File: src/rtl/gx4000_periph_arb_if.sv
// rtl/gx4000_periph_arb_if.sv - requester and peripheral-bus signals of the GX4000 peripheral arbiter
interface gx4000_periph_arb_if;
    logic        enable;
    logic [2:0]  req;
    logic [23:0] req_data;
    logic [2:0]  gnt;
    logic [2:0]  done;
    logic [2:0]  err;
    logic [7:0]  bus_data;
    logic [1:0]  bus_sel;
    logic        bus_strobe;
    logic        bus_ack;
    logic        busy;

    modport master (
        input  enable, req, req_data, bus_ack,
        output gnt, done, err, bus_data, bus_sel, bus_strobe, busy
    );

    modport slave (
        output enable, req, req_data, bus_ack,
        input  gnt, done, err, bus_data, bus_sel, bus_strobe, busy
    );
endinterface

File: src/rtl/gx4000_periph_arb.sv
// rtl/gx4000_periph_arb.sv - round-robin strobe-bus arbiter for printer/RS232/Playcity; ack timeout under GX4000_ARB_TIMEOUT_EN
module gx4000_periph_arb #(
    parameter int STROBE_CYCLES  = 4,
    parameter int TIMEOUT_CYCLES = 1023
) (
    input  logic                  clk_sys,
    input  logic                  reset_n,
    gx4000_periph_arb_if.master   bus
);
    typedef enum logic [2:0] {
        S_IDLE, S_SETUP, S_STROBE, S_WAIT_ACK, S_RELEASE
    } state_t;

    localparam logic [7:0] STRB_LOAD = 8'(STROBE_CYCLES);

    state_t      state, state_nxt;
    logic [1:0]  last_owner, last_owner_nxt;
    logic [1:0]  sel_q, sel_nxt;
    logic [7:0]  data_q, data_nxt;
    logic [7:0]  strb_cnt, strb_cnt_nxt;
    logic        ack_seen, ack_seen_nxt;
    logic        fail_q, fail_nxt;
    logic [1:0]  cand0, cand1, win;
    logic [7:0]  win_byte;
    logic [2:0]  owner_oh;

`ifdef GX4000_ARB_TIMEOUT_EN
    localparam logic [15:0] TO_LIMIT = 16'(TIMEOUT_CYCLES);
    logic [15:0] to_cnt, to_cnt_nxt;
`else
    logic unused_timeout_cfg;
    assign unused_timeout_cfg = (TIMEOUT_CYCLES != 0);
`endif

    function automatic logic [1:0] rr_next(input logic [1:0] i);
        return (i == 2'd2) ? 2'd0 : i + 2'd1;
    endfunction

    // Search starts just after the previous owner; the previous owner is tried last.
    always_comb begin
        cand0 = rr_next(last_owner);
        cand1 = rr_next(cand0);
        if (bus.req[cand0])      win = cand0;
        else if (bus.req[cand1]) win = cand1;
        else                     win = last_owner;
        case (win)
            2'd1:    win_byte = bus.req_data[15:8];
            2'd2:    win_byte = bus.req_data[23:16];
            default: win_byte = bus.req_data[7:0];
        endcase
    end

    always_ff @(posedge clk_sys or negedge reset_n) begin
        if (!reset_n) begin
            state      <= S_IDLE;
            last_owner <= 2'd2;
            sel_q      <= 2'd0;
            data_q     <= 8'd0;
            strb_cnt   <= 8'd0;
            ack_seen   <= 1'b0;
            fail_q     <= 1'b0;
`ifdef GX4000_ARB_TIMEOUT_EN
            to_cnt     <= 16'd0;
`endif
        end else begin
            state      <= state_nxt;
            last_owner <= last_owner_nxt;
            sel_q      <= sel_nxt;
            data_q     <= data_nxt;
            strb_cnt   <= strb_cnt_nxt;
            ack_seen   <= ack_seen_nxt;
            fail_q     <= fail_nxt;
`ifdef GX4000_ARB_TIMEOUT_EN
            to_cnt     <= to_cnt_nxt;
`endif
        end
    end

    always_comb begin
        state_nxt      = state;
        last_owner_nxt = last_owner;
        sel_nxt        = sel_q;
        data_nxt       = data_q;
        strb_cnt_nxt   = strb_cnt;
        ack_seen_nxt   = ack_seen;
        fail_nxt       = fail_q;
`ifdef GX4000_ARB_TIMEOUT_EN
        to_cnt_nxt     = to_cnt;
`endif
        case (state)
            S_IDLE: begin
                if (bus.enable && (bus.req != 3'b000)) begin
                    sel_nxt   = win;
                    data_nxt  = win_byte;
                    state_nxt = S_SETUP;
                end
            end
            S_SETUP: begin
                strb_cnt_nxt = STRB_LOAD;
                fail_nxt     = 1'b0;
                state_nxt    = S_STROBE;
            end
            S_STROBE: begin
                if (bus.bus_ack) ack_seen_nxt = 1'b1;
                if (strb_cnt <= 8'd1) state_nxt = S_WAIT_ACK;
                else                  strb_cnt_nxt = strb_cnt - 8'd1;
            end
            S_WAIT_ACK: begin
                if (ack_seen || bus.bus_ack) begin
                    fail_nxt  = 1'b0;
                    state_nxt = S_RELEASE;
                end
`ifdef GX4000_ARB_TIMEOUT_EN
                else if (to_cnt == TO_LIMIT) begin
                    fail_nxt  = 1'b1;
                    state_nxt = S_RELEASE;
                end else begin
                    to_cnt_nxt = to_cnt + 16'd1;
                end
`endif
            end
            S_RELEASE: begin
                last_owner_nxt = sel_q;
                ack_seen_nxt   = 1'b0;
                strb_cnt_nxt   = 8'd0;
                fail_nxt       = 1'b0;
`ifdef GX4000_ARB_TIMEOUT_EN
                to_cnt_nxt     = 16'd0;
`endif
                state_nxt      = S_IDLE;
            end
            default: state_nxt = S_IDLE;
        endcase
    end

    // Outputs decode registered state only, so async reset clears them at once.
    assign owner_oh       = 3'b001 << sel_q;
    assign bus.gnt        = (state == S_SETUP) ? owner_oh : 3'b000;
    assign bus.done       = (state == S_RELEASE && !fail_q) ? owner_oh : 3'b000;
`ifdef GX4000_ARB_TIMEOUT_EN
    assign bus.err        = (state == S_RELEASE && fail_q) ? owner_oh : 3'b000;
`else
    assign bus.err        = 3'b000;
`endif
    assign bus.bus_data   = data_q;
    assign bus.bus_sel    = sel_q;
    assign bus.bus_strobe = (state == S_STROBE);
    assign bus.busy       = (state != S_IDLE);
endmodule

File: src/flat_wrapper.sv
// flat-port wrapper written by rule: the top's interface ports become plain ports
module gx4000_periph_arb_flat 
#(
    parameter int STROBE_CYCLES  = 4,
    parameter int TIMEOUT_CYCLES = 1023
)
  (clk_sys, reset_n, bus_enable, bus_req, bus_req_data, bus_bus_ack, bus_gnt, bus_done, bus_err, bus_bus_data, bus_bus_sel, bus_bus_strobe, bus_busy);
  gx4000_periph_arb_if bus_i ();
  input  logic clk_sys;
  input  logic reset_n;
  input wire logic [$bits(bus_i.enable)-1:0] bus_enable;
  input wire logic [$bits(bus_i.req)-1:0] bus_req;
  input wire logic [$bits(bus_i.req_data)-1:0] bus_req_data;
  input wire logic [$bits(bus_i.bus_ack)-1:0] bus_bus_ack;
  output wire logic [$bits(bus_i.gnt)-1:0] bus_gnt;
  output wire logic [$bits(bus_i.done)-1:0] bus_done;
  output wire logic [$bits(bus_i.err)-1:0] bus_err;
  output wire logic [$bits(bus_i.bus_data)-1:0] bus_bus_data;
  output wire logic [$bits(bus_i.bus_sel)-1:0] bus_bus_sel;
  output wire logic [$bits(bus_i.bus_strobe)-1:0] bus_bus_strobe;
  output wire logic [$bits(bus_i.busy)-1:0] bus_busy;
  assign bus_i.enable = bus_enable;
  assign bus_i.req = bus_req;
  assign bus_i.req_data = bus_req_data;
  assign bus_i.bus_ack = bus_bus_ack;
  assign bus_gnt = bus_i.gnt;
  assign bus_done = bus_i.done;
  assign bus_err = bus_i.err;
  assign bus_bus_data = bus_i.bus_data;
  assign bus_bus_sel = bus_i.bus_sel;
  assign bus_bus_strobe = bus_i.bus_strobe;
  assign bus_busy = bus_i.busy;
  gx4000_periph_arb #(.STROBE_CYCLES(STROBE_CYCLES), .TIMEOUT_CYCLES(TIMEOUT_CYCLES)) u_core (.clk_sys(clk_sys), .reset_n(reset_n), .bus(bus_i));
endmodule
File: config.mk
export PLATFORM = sky130hd
export DESIGN_NAME = gx4000_periph_arb_flat
export DESIGN_NICKNAME = d
export VERILOG_FILES = /design/src/rtl/gx4000_periph_arb_if.sv /design/src/rtl/gx4000_periph_arb.sv /design/src/flat_wrapper.sv
export SDC_FILE = /design/constraint.sdc
export NUM_CORES = 1
export LEC_CHECK = 0
export BUFFER_PORTS_ARGS = -buffer_cell sky130_fd_sc_hd__buf_2
export CAP_MARGIN = 20
export CORE_ASPECT_RATIO = 1.2
export CORE_MARGIN = 4
export CORE_UTILIZATION = 41
export DETAILED_ROUTE_END_ITERATION = 16
export GPL_TIMING_DRIVEN = 0
export PLACE_DENSITY = 0.79
export REMOVE_ABC_BUFFERS = 1
export SYNTH_ARGS = -nofsm -noshare
export SYNTH_HDL_FRONTEND = slang
export SYNTH_SLANG_ARGS = --single-unit
File: constraint.sdc
create_clock -name clk_sys -period 3.4 [get_ports clk_sys]
set_input_delay 0 -clock clk_sys [delete_from_list [all_inputs] [get_ports clk_sys]]
set_output_delay 0 -clock clk_sys [all_outputs]
set_load 0.005 [all_outputs]
==> reports/metrics.csv <==
metric,value,unit
"EDFF count, synth",0,
clk_skew,3.26,ps
CTS tree,done,
dpl hpwl,2270,µm
IO Pins,52,
synthesized area,1420,µm²
clk sinks,24,
Max Fclk,490,MHz
core box area,3340,µm²
DR vias,1285,
crit path time final,2040,ps
Max stage delay on crit path,620,ps
worst endpoint required time,3550,ps
layout cell share with drive strength beyond 1,28.6,%
Port Buffers,48,
Synth Flop Type,dfrtp_1,
CP cell instances,or3_4 -> or3b_1 -> mux2_4,
synthesis-stage register bit count,24,
"Slew Viols, Final",0,
Die H,72.5,µm
pin count of the biggest net entering global routing,25,
WL/cell,12.0,µm
global placer's final weighted congestion,0.766,
Tcrit/Tclk final,60.0,%
drt via density,5.29,
outcome,finished clean,
setup tns final,0,ps
Worst-Skew Late Latency,260,ps
die width,61.7,µm
Total Power,1.40,mW
leakage,0.833,nW
Starting Density,42.5,%
Crit Path Class,reg2reg,
final hold viol count,0,
WP data arrival,2190,ps
post-route ant nets,0,
initial antenna violation count,0,
largest area contributor in the netlist,dfrtp_1,
gate count of the mapped netlist,162,
Rel. slew slack,61.1,%
Worst Setup End Kind,register,
Hold WC Path Type,in2reg,
Iter 0 DRT Violations,25,
# Post-CTS Setup Buffers,0,
RSZ-0062 raised after global routing,false,
drt pass-1 iters,4,
sequential share of the synthesized area,42.4,%
Layout area overhead,19.8,%
Worst Path Max Fanout,19,
"Clk pin slew, worst setup/hold paths",80,ps
Syn Area/Cell,8.77,µm²
"top cells by area, synth","dfrtp_1, nor2_1, a21oi_1, a22oi_1, nand2_1",
pwr dens,820,nW/µm²
Final Setup Violations,0,
TritonCTS Buffers,3,
Max clock buf depth,2,
Post-synth top cells,"dfrtp_1, nor2_1, nand2_1, a21oi_1",
Die Area,4470,µm²
Synth top area share,40.5,%
max_cap viols,0,
fill count,327,
yosys warns,0,
grt total ovfl,0,
CTS root buf,clkbuf_8,
Max VDD drop,0.507,mV
top-count cell post-synth,dfrtp_1,
DR DRC count,0,
n_diodes,0,
Overall Global Routing Usage,14.4,%
row count,23,
Slew @ Worst Pin,583,ps
post_cts resized,0,
Async SR Flop Fraction,100,%
first-pass GRT wire length,5090,µm
Hold Slack,0.668,ps
H-tree lvl count,1,
NumNets Final,242,
final wirelength,2930,µm
startpoint types,register,
vias in the first global route,1217,
slowest CP cell,or3b_1,
synth unique cells,40,
-- repair_timing --
item / in CTS / in global routing
endpoints found under the setup margin: 0 / 0
hold endpoints to repair: 24 / 0
hold buffers: 2 / 0
-- metrics by stage --
step / instances / util (%) / setup slack [ps] / area, µm²
after CTS: 243 / 51.0 / 1350 / 1700
after detailed placement: 237 / 49.0 / 1360 / 1640
after global placement: 237 / 49.0 / 1360 / 1640
after global routing: 243 / 51.0 / 1250 / 1700
after floorplan: 152 / - / 1490 / 1350
final: 243 / 51.0 / 1360 / 1700
-- state kept, by name, indices dropped and copies added, names as in the netlist --
signal	cells
u_core.ack_seen	1
u_core.strb_cnt	8
u_core.bus.bus_sel	2
u_core.last_owner	2
u_core.state	3
u_core.bus.bus_data	8
-- area by class of cell --
type / instances / area [µm²] / share of cell area, %
clock buffers: 4 / 45.0 / 2.65
inverters: 6 / 22.5 / 1.32
multi-input cells: 122 / 726 / 42.6
flip-flops and latches: 24 / 602 / 35.4
well taps: 37 / 46.3 / 2.72
repair buffers: 50 / 260 / 15.3
-- per-layer routing --
| metal | vias to the layer above | wire (µm) | global-route usage, % |
|---|---|---|---|
| met5 | - | 0 | 0 |
| met4 | 0 | 40 | 4.48 |
| met3 | 6 | 198 | 2.85 |
| met2 | 40 | 1390 | 22.8 |
| met1 | 589 | 1300 | 19.5 |
| li1 | 650 | - | - |
-- layout by cell type (no fill, tap or decap), types with 3 or more instances in the layout --
| cell | count |
|---|---|
| a21oi_1 | 12 |
| a22oi_1 | 8 |
| buf_2 | 48 |
| clkbuf_8 | 3 |
| conb_1 | 3 |
| dfrtp_1 | 23 |
| ha_1 | 4 |
| inv_1 | 6 |
| nand2_1 | 16 |
| nand2b_1 | 3 |
| nand3_1 | 3 |
| nor2_1 | 18 |
| nor2b_1 | 5 |
| nor3_1 | 6 |
| o21ai_0 | 9 |
| o21ai_1 | 9 |
| or4_1 | 3 |
-- worst paths after layout --
kind	from	end	slack, ps	cells after the start
setup / recovery	u_core.state[2]$_DFFE_PN0P_	u_core.bus.bus_sel[1]$_DFFE_PN0P_	1360	3
hold / removal	bus_req_data[3]	u_core.bus.bus_data[3]$_DFFE_PN0P_	0.7	3
setup reg to reg	u_core.state[2]$_DFFE_PN0P_	u_core.bus.bus_sel[1]$_DFFE_PN0P_	1360	3
hold reg to reg	u_core.bus.bus_data[7]$_DFFE_PN0P_	u_core.bus.bus_data[7]$_DFFE_PN0P_	480	2
max in group asynchronous	reset_n	u_core.last_owner[1]$_DFFE_PN1P_	2780	2
min in group asynchronous	reset_n	u_core.state[1]$_DFFE_PN0P_	250	2
-- critical path: cells and delay by family (launching register included) --
| kind | cells | cell delay [ps] |
|---|---|---|
| DFF | 1 | 490 |
| muxes | 1 | 390 |
| and+or+nand+nor | 2 | 1050 |
-- where the power goes --
part	internal, mW	switching [mW]	leakage (nW)
Sequential	0.403	0.135	0.303
Clock	0.0836	0.0857	0.0228
Combinational	0.319	0.368	0.507
Total	0.806	0.589	0.833
-- cells by family after synthesis --
group                    Yosys count  share of synthesized area, %
AO/OA/AOI/OAI                     44                          18.3
XOR/XNOR                           1                         0.617
AND/OR/NAND/NOR                   65                          23.8
multiplexers                       5                          4.05
buffers and inverters             18                          7.05
adder cells (fa/ha/maj)            4                          3.52
flip-flops                        24                          42.4
other                              1                         0.264
Power figures use the tool's default switching activity.
